### config.mk
export PLATFORM = sky130hd
export DESIGN_NAME = uartms_rx_core
export DESIGN_NICKNAME = d
export VERILOG_FILES = /design/src/rtl/uartms_pkg.sv /design/src/rtl/uartms_baud_tick.sv /design/src/rtl/uartms_rx_core.sv
export SDC_FILE = /design/constraint.sdc
export NUM_CORES = 1
export LEC_CHECK = 0
export BUFFER_PORTS_ARGS = -buffer_cell sky130_fd_sc_hd__buf_4
export CAP_MARGIN = 25
export CELL_PAD_IN_SITES_DETAIL_PLACEMENT = 1
export CELL_PAD_IN_SITES_GLOBAL_PLACEMENT = 2
export CORE_ASPECT_RATIO = 1.2
export CORE_MARGIN = 5
export CORE_UTILIZATION = 35
export CTS_CLUSTER_DIAMETER = 80
export CTS_CLUSTER_SIZE = 28
export DETAILED_ROUTE_END_ITERATION = 16
export HOLD_SLACK_MARGIN = 0.06
export PLACE_DENSITY_LB_ADDON = 0.15
export SLEW_MARGIN = 20
export SYNTH_ARGS = -nofsm -noshare
export SYNTH_HDL_FRONTEND = slang
export SYNTH_HIERARCHICAL = 1
export SYNTH_SLANG_ARGS = --single-unit
### constraint.sdc
create_clock -name mclk -period 2.6 [get_ports mclk]
set_clock_uncertainty 0.1 [all_clocks]
set_input_delay 0.13 -clock mclk [delete_from_list [all_inputs] [get_ports mclk]]
set_output_delay 0.13 -clock mclk [all_outputs]
set_load 0.02 [all_outputs]
### src/rtl/uartms_pkg.sv
// ----------------------------------------------------------------------------
// uartms_pkg
// Shared definitions for the uartms receive and transmit paths. It holds the
// receive FSM state type, the oversampling phase constants and the parity mode
// encoding.
// ----------------------------------------------------------------------------
package uartms_pkg;

    // Receive FSM states, 3-bit encoding.
    typedef enum logic [2:0] {
        ST_IDLE   = 3'd0,
        ST_START  = 3'd1,
        ST_DATA   = 3'd2,
        ST_PARITY = 3'd3,
        ST_STOP   = 3'd4
    } rx_state_t;

    // Oversampling phase at which the start bit is checked (its middle).
    localparam logic [3:0] OVS_MID  = 4'd7;
    // Phase at which data, parity and stop bits are sampled (one bit later).
    localparam logic [3:0] OVS_LAST = 4'd15;

    // Parity mode as seen on cfg_pri_mod.
    typedef enum logic {
        PAR_EVEN = 1'b0,
        PAR_ODD  = 1'b1
    } par_mode_t;

endpackage

### src/rtl/uartms_baud_tick.sv
// ----------------------------------------------------------------------------
// uartms_baud_tick
// Programmable 16x oversampling tick generator. The tick period is
// divisor+1 mclk cycles, so a divisor of 0 gives a tick on every cycle.
// The counter is held at 0 while disabled and can be cleared to realign its
// phase (the receiver does this on the start-bit edge).
//
// Ports:
//   mclk     in   system clock
//   reset_n  in   synchronous active-low reset
//   enable   in   count enable; 0 holds the counter at 0 and gives no ticks
//   clear    in   synchronous phase clear
//   divisor  in   tick period minus 1, in mclk cycles
//   tick     out  one-cycle tick when the counter reaches divisor
// ----------------------------------------------------------------------------
module uartms_baud_tick #(
    parameter int DIV_W = 12
) (
    input  logic             mclk,
    input  logic             reset_n,
    input  logic             enable,
    input  logic             clear,
    input  logic [DIV_W-1:0] divisor,
    output logic             tick
);

    logic [DIV_W-1:0] div_cnt;

    // A divisor lowered below the current count is picked up after the
    // counter wraps, so the generator can never stall permanently.
    assign tick = enable && (div_cnt == divisor);

    // NOTE: the reset is sampled inside the clocked block, so it is
    // synchronous; no reset term appears in the sensitivity list.
    always_ff @(posedge mclk) begin
        if (!reset_n) begin
            div_cnt <= '0;
        end else if (!enable || clear || tick) begin
            div_cnt <= '0;
        end else begin
            div_cnt <= div_cnt + DIV_W'(1);
        end
    end

endmodule

### src/rtl/uartms_rx_core.sv
// ----------------------------------------------------------------------------
// uartms_rx_core
// UART receive engine: synchronises rxd, detects the start edge, oversamples
// at 16x and de-serialises start / DATA_W data bits (LSB first) / optional
// parity / stop. Completed bytes land in a single-entry valid/ready holding
// register; framing, parity and overrun problems are flagged as 1-cycle pulses.
//
// Ports:
//   mclk          in   system clock
//   reset_n       in   synchronous active-low reset
//   cfg_rx_enb    in   receiver enable; dropping it aborts a frame in flight
//   cfg_baud_16x  in   oversampling tick period minus 1
//   cfg_pri_en    in   parity bit present
//   cfg_pri_mod   in   0 = even, 1 = odd parity
//   rxd           in   asynchronous serial input
//   rx_data       out  received byte, stable while rx_valid is high
//   rx_valid      out  rx_data holds an unread byte
//   rx_ready      in   consumer accepts rx_data
//   rx_frm_err    out  pulse: stop bit sampled 0
//   rx_par_err    out  pulse: parity mismatch
//   rx_ovr_err    out  pulse: frame dropped because the holding reg was full
//   rx_busy       out  FSM not idle
// ----------------------------------------------------------------------------
module uartms_rx_core
    import uartms_pkg::*;
#(
    parameter int DATA_W = 8,
    parameter int OVS    = 16,
    parameter int DIV_W  = 12
) (
    input  logic              mclk,
    input  logic              reset_n,
    input  logic              cfg_rx_enb,
    input  logic [DIV_W-1:0]  cfg_baud_16x,
    input  logic              cfg_pri_en,
    input  logic              cfg_pri_mod,
    input  logic              rxd,
    output logic [DATA_W-1:0] rx_data,
    output logic              rx_valid,
    input  logic              rx_ready,
    output logic              rx_frm_err,
    output logic              rx_par_err,
    output logic              rx_ovr_err,
    output logic              rx_busy
);

    localparam int OVS_W = $clog2(OVS);
    localparam int BIT_W = $clog2(DATA_W);

    logic              rxd_meta;
    logic              rxd_sync;
    logic              rxd_prev;
    logic              nedge;
    logic              start_det;
    logic              tick;
    logic              ovs_hit;
    logic              par_exp;
    logic              par_bad;

    rx_state_t         state;
    logic [OVS_W-1:0]  ovs_cnt;
    logic [BIT_W-1:0]  bit_cnt;
    logic [DATA_W-1:0] shreg;
    logic              par_bit;

    // Two-flop synchroniser plus one history flop for edge detection. The
    // idle line level is 1, so everything resets high.
    always_ff @(posedge mclk) begin
        if (!reset_n) begin
            rxd_meta <= 1'b1;
            rxd_sync <= 1'b1;
            rxd_prev <= 1'b1;
        end else begin
            rxd_meta <= rxd;
            rxd_sync <= rxd_meta;
            rxd_prev <= rxd_sync;
        end
    end

    // Edge-only detection: a line held low (break) cannot retrigger a frame.
    assign nedge     = rxd_prev & ~rxd_sync;
    // Only a start edge seen from idle realigns the oversampling phase.
    assign start_det = cfg_rx_enb && nedge && (state == ST_IDLE);

    uartms_baud_tick #(
        .DIV_W (DIV_W)
    ) u_baud_tick (
        .mclk    (mclk),
        .reset_n (reset_n),
        .enable  (cfg_rx_enb),
        .clear   (start_det),
        .divisor (cfg_baud_16x),
        .tick    (tick)
    );

    // The start bit is judged half a bit in; every later bit is sampled one
    // full bit after the previous sample, i.e. at its own middle.
    assign ovs_hit = (state == ST_START) ? (ovs_cnt == OVS_W'(OVS_MID))
                                         : (ovs_cnt == OVS_W'(OVS_LAST));

    assign par_exp = (^shreg) ^ (par_mode_t'(cfg_pri_mod) == PAR_ODD);
    assign par_bad = cfg_pri_en && (par_bit != par_exp);
    assign rx_busy = (state != ST_IDLE);

    always_ff @(posedge mclk) begin
        if (!reset_n) begin
            state      <= ST_IDLE;
            ovs_cnt    <= '0;
            bit_cnt    <= '0;
            shreg      <= '0;
            par_bit    <= 1'b0;
            rx_data    <= '0;
            rx_valid   <= 1'b0;
            rx_frm_err <= 1'b0;
            rx_par_err <= 1'b0;
            rx_ovr_err <= 1'b0;
        end else begin
            rx_frm_err <= 1'b0;
            rx_par_err <= 1'b0;
            rx_ovr_err <= 1'b0;

            // NOTE: with non-blocking assignments the last one in the block
            // wins, so a frame completing in this same cycle overrides this
            // consume with rx_valid <= 1 further down.
            if (rx_valid && rx_ready) begin
                rx_valid <= 1'b0;
            end

            if (!cfg_rx_enb) begin
                // Abort: partial frame is discarded, holding reg untouched.
                state   <= ST_IDLE;
                ovs_cnt <= '0;
                bit_cnt <= '0;
            end else if (state == ST_IDLE) begin
                if (nedge) begin
                    state   <= ST_START;
                    ovs_cnt <= '0;
                end
            end else if (tick) begin
                if (!ovs_hit) begin
                    ovs_cnt <= ovs_cnt + OVS_W'(1);
                end else begin
                    ovs_cnt <= '0;
                    case (state)
                        ST_START: begin
                            bit_cnt <= '0;
                            // High at mid-start means a glitch, not a frame.
                            state   <= rxd_sync ? ST_IDLE : ST_DATA;
                        end
                        ST_DATA: begin
                            shreg   <= {rxd_sync, shreg[DATA_W-1:1]};
                            bit_cnt <= bit_cnt + BIT_W'(1);
                            if (bit_cnt == BIT_W'(DATA_W - 1)) begin
                                state <= cfg_pri_en ? ST_PARITY : ST_STOP;
                            end
                        end
                        ST_PARITY: begin
                            par_bit <= rxd_sync;
                            state   <= ST_STOP;
                        end
                        ST_STOP: begin
                            state      <= ST_IDLE;
                            rx_frm_err <= ~rxd_sync;
                            rx_par_err <= par_bad;
                            // Bytes are delivered even with errors flagged.
                            if (!rx_valid || rx_ready) begin
                                rx_data  <= shreg;
                                rx_valid <= 1'b1;
                            end else begin
                                rx_ovr_err <= 1'b1;
                            end
                        end
                        default: state <= ST_IDLE;
                    endcase
                end
            end
        end
    end

endmodule

### After elaboration in Yosys (flattened, before gate mapping)

Index checks and enable logic that the tools add are counted.

* register bits after elaboration: 46
* bits of input ports: 19
* output and inout port bits: 13
* logic and storage cells: 84

* $add $sub $neg: 3
* eq/ne operators: 11
* muxes and demuxes: 22
* bitwise logic cells: 9
* reduce and logical (&&, ||, !) cells: 25

Operators by type and width (count)
* $mux 3: 6
* $mux 4: 4
* $add 12x1->12 const B: 1
* $eq 12x12->1: 1
* $reduce_and 5->1: 2
* $mux 1: 9
* $pmux 3 s3: 1
* $reduce_and 4->1: 2
* $reduce_xor 8->1: 1
* $not 1->1: 7
* $eq 3x2->1 const B: 2
* $eq 3x3->1 const B: 2
* $pmux 3 s2: 1
* $reduce_and 6->1: 1
* $reduce_bool 2->1: 3
* $reduce_or 6->1: 1
* $logic_and 1x1->1: 5
* $add 4x1->4 const B: 1
* $eq 4x3->1 const B: 1
* $eq 4x4->1 const B: 1
* $reduce_and 2->1: 2
* $add 3x1->3 const B: 1
* $eq 3x1->1 const B: 1
* $logic_not 3->1: 1
* 10 further kinds: 13

### Logic depth before layout (Yosys ltp)

* depth after elaboration: 8
* mapped depth: 11
* depth with buffers taken out: 7

### By module

Netlist, hierarchy kept.

By module, submodules not included
* uartms_rx_core: instances 1, cells each 178, area an instance 1631.6 um^2, sequential area each 680.7 um^2
* uartms_baud_tick: instances 1, cells each 73, area an instance 729.4 um^2, sequential area each 240.2 um^2

### Worst setup path after synthesis

No wires, ideal clock.

* kind: flip-flop to flip-flop
* start point: register u_baud_tick.div_cnt[3]
* end point: register ovs_cnt[3]
* setup time: 0.074 ns
* data arrival time: 2.190 ns
* path slack: 0.236 ns
* stages on the path, launching flop included: 11
* path buffers: 3
* clock period less this slack: 2.364 ns
* cells stage by stage: dfxtp_1 -> buf_6 -> xnor2_2 -> nand3_2 -> nor4_4 -> buf_6 -> o31a_1 -> buf_4 -> a31oi_4 -> or4_1 -> a31oi_1

* word-level cells in the longest chain between the ends: 4

RTL lines
* start, declared: line uartms_baud_tick.sv:27 `logic [DIV_W-1:0] div_cnt;`
* start signal, assigned: line uartms_baud_tick.sv:41 `div_cnt <= div_cnt + DIV_W'(1);`
* $eq 12x12->1: line uartms_baud_tick.sv:31 `assign tick = enable && (div_cnt == divisor);`
* $logic_and 1x1->1: line uartms_baud_tick.sv:31
* via tick: line uartms_rx_core.sv:55 `logic tick;`
* $reduce_bool 2->1 (no line)
* $reduce_and 2->1 (no line)
* end signal, assigned: line uartms_rx_core.sv:141 `ovs_cnt <= ovs_cnt + OVS_W'(1);`
* end, declared: line uartms_rx_core.sv:61 `logic [OVS_W-1:0] ovs_cnt;`

The timed path passes the listed nets, and every way through them passes these cells.
A chain may end at the register's enable or synchronous reset.

### Worst setup path after layout

* start point: register u_baud_tick.div_cnt[7]
* end point: register ovs_cnt[3]

The elaborated chain is that of the path after synthesis.

==> results.toml <==
[synth]
syn_avg_cell_area_sq_um = 9.41
netlist.area_leader.share = 0.390
ys_types = 46
ys_async_sr_fraction = 0
sequential_area_share_after_synthesis = 0.390
netlist_top_cells_area = "dfxtp_1 39%, xnor2_1 8.9%, mux2i_1 5.1%"
synth_area_leader_cell = "dfxtp_1"
synth_most_common_cell = "dfxtp_1"
syn_nets = 274
most_used_dff_post_synth = "dfxtp_1"
netlist_area_sq_um = 2360
synth-edff-count = 0
syn-instance-count = 251
yosys_warnings = 6
post_synth_most_frequent_cells = "46 x dfxtp_1, 24 x xnor2_1, 19 x nand2_1"
synth-seq-cells = 46

[clocking]
clock_tree.buffer_depth = 2
post_cts_resize_count = 0
cts-root-buf = "clkbuf_8"
cts_setup_buffers = 0
cts_tree = "built"
htree_num_levels = 2
cts_buffers = 5
post_cts_hold_buffer_count = 3
clk_pin_slew_worst_paths_ns = 0.09
cts_sinks = 46
clock_latency_on_the_worst_skew_pair_ns = 0.30

[critical_path]
timing.critical_path.from = "u_baud_tick/div_cnt[7]"
critPathTopFamily = "simple AND/OR/NAND/NOR gates"
critPathArrivalTime_ns = 2.46
rr_worst_depth = 7
worst_path_max_delay_cell = "or4_1"
rrSetupSlack_ns = 0.27
list_of_cells_traversed_by_the_critical_path = "xnor2_1 -> nand4_1 -> nor4_4 -> o31a_1 -> a31oi_4 -> or4_1 -> a31oi_1"
start_kind = "register"
timing.rr.start = "u_baud_tick/div_cnt[7]"
critPathCaptureType = "register"
critical_path_required_ns = 2.73
highest_cell_delay_on_the_worst_timing_path_ns = 0.52
worst-setup-path-type = "reg2reg"
crit_fanout = 8
path_buf_inv = 0
rr_endpoint = "ovs_cnt[3]"

[global_route]
via_count_of_the_first_global_routing_pass = 1957
grt_antenna_before_repair = 0
globalRouteOverflowTotal = 0
largest_net_degree_at_the_start_of_global_routing = 32
grt_util_all_layers = 0.137
global_route_wire_length_before_repair_mm = 9.39

[drt]
avgViaCountPerCell = 5.05
route.antenna.remaining_nets = 0
drc = 0
routed_wirelength_mm = 5.47
via_count = 1875
dr_wl_cell_um = 14.7
dr.pass1.iters = 4
drt_iter0_markers = 74

[place]
place_congestion = 0.756
dp_worst_setup_slack_ns = 0.250
detailed_place_hpwl_mm = 3.94
dpl_cell_area_sq_um = 2660
number_of_buffers_added_on_ports = 31

[timing]
fin_tns_setup_ns = 0
worstMarginPinSlew_ns = 0.497
slew_viol_final = 0
report.final.hold_viol_count = 0
min_period_over_period = 0.898
setup_repair_after_global_routing_missed_its_margin = "no"
final_critical_path_setup_slack_ns = 0.265
timing.final.crit_period_ns = 2.33
fmaxAchievable_mhz = 428
finalSetupViolCount = 0
max_slew_margin = 0.668

[hold_path]
cell_depth_of_the_worst_hold_path = 3
worst_hold_path.endpoint = "rx_ovr_err"
hp-class = "in2reg"
worst_hold_startpoint = "rx_ready"

[die]
die_area_sq_um = 8490
chipHeight_um = 100
num_io_pins = 32
core_sq_um = 6490
num_rows = 32
die_width_um = 85.0
start_util = 0.364

[power_and_ir_drop]
comb_power_share = 0.061
power.internal_mw = 1.03
p_leak_nw = 1.10
clkPwrFrac = 0.403
p_sw_frac = 0.222
pwr-share-seq = 0.536
net-switching-power_mw = 0.295
power-per-cell-area_nw_per_um2 = 474
vdd_ir_drop_max_uv = 272

[final_layout]
insertedDiodeCount = 0
area_growth_syn_to_layout_pct = 18.7
finalNetCount = 308
post_route_cells_drive_above_1_share = 0.220
finished_cell_area_sq_um = 2800

[run_status]
run_status = "complete, no violations"

[run]
max_cap_viol_count = 0
## power by group through the flow
stage               Combinational (mW)  Sequential [mW]  Clock, mW
finish                          0.0812            0.713      0.535
CTS                             0.0829            0.713      0.561
floorplan                       0.0442            0.727          0
global route                    0.0894            0.714      0.585
detailed placement              0.0791            0.729          0
global placement                0.0788            0.729          0
## layout by cell type, fill, tap and decap left out, types with 2 or more instances in the layout
cell type	synthesis	final
dfxtp_1	46	46
buf_4	1	38
xnor2_1	24	24
nand2_1	19	19
nand3_1	15	15
mux2i_1	12	12
nor2_1	11	11
nor2b_1	11	11
o21ai_0	10	10
a21oi_1	9	9
nor3_2	9	9
nand4_1	8	8
nand2b_1	7	7
inv_1	6	6
clkbuf_8	0	5
nand3b_1	4	4
nor3_1	4	4
ha_1	4	4
xor2_1	3	3
o211ai_1	3	3
dlygate4sd3_1	0	3
and3_1	2	2
and2_1	2	2
o31ai_1	2	2
and3b_1	2	2
or4_1	2	2
a21boi_0	2	2
nor3b_1	2	2
clkinv_2	0	2
nor4_1	2	2
## flip-flops by register name, indices dropped and copies added, names as in the netlist, 3 cells and up
register / cells
ovs_cnt: 4
state: 3
bit_cnt: 3
rx_data: 8
u_baud_tick/div_cnt: 12
shreg: 8
## area by class of cell
class / instances / area, sq um
Clock buffer: 5 / 68.8
Multi-Input combinational cell: 185 / 1330
Clock inverter: 3 / 40.0
Sequential cell: 46 / 921
Timing Repair Buffer: 41 / 315
Tap cell: 85 / 106
Inverter: 6 / 22.5
Fill cell: 774 / 3680
## cell families (layout without fill, tap and decap cells)
logic type                 Yosys count  after routing  share of synthesized area
and+or+nand+nor                    106            106                      0.278
DFF                                 46             46                      0.390
AOI/OAI and AO/OA                   34             34                     0.0959
xor gates and xnor gates            29             29                      0.117
buffers and inverters               20             55                     0.0472
muxes                               12             12                     0.0509
adders and majority gates            4              4                     0.0212
## how the worst max path moves through the flow
stage / end / slack (ns) / depth (start not counted)
floorplan: ovs_cnt[3] / 0.24 / 10
global route: shreg[6] / 0.09 / 7
detailed placement: ovs_cnt[3] / 0.25 / 7
CTS: ovs_cnt[3] / 0.23 / 7
global placement: bit_cnt[0] / 0.28 / 8
finish: ovs_cnt[3] / 0.27 / 7
## metal layers
| layer | track usage | wire length (um) | up-vias |
|---|---|---|---|
| met5 | 0 | 0 | - |
| met4 | 0.0438 | 38 | 0 |
| met3 | 0.0304 | 182 | 5 |
| met2 | 0.224 | 2620 | 27 |
| met1 | 0.178 | 2630 | 896 |
| li1 | - | - | 947 |
## tightest hold or removal path, cell delays in order
cell and delay (ns):
buf_4 0.07, nand2b_1 0.15, nor2_1 0.07
## per-stage QoR
stage / total power [mW] / util / std cells / hold slack [ns]
floorplan: 0.771 / - / 251 / 0.131
global placement: 0.808 / 0.411 / 360 / 0.214
detailed placement: 0.808 / 0.411 / 360 / 0.219
CTS: 1.36 / 0.432 / 371 / 0.0711
global route: 1.39 / 0.432 / 371 / 0.0793
finish: 1.33 / 0.432 / 371 / 0.0742
Note: power is estimated with default switching activity, not from simulation.
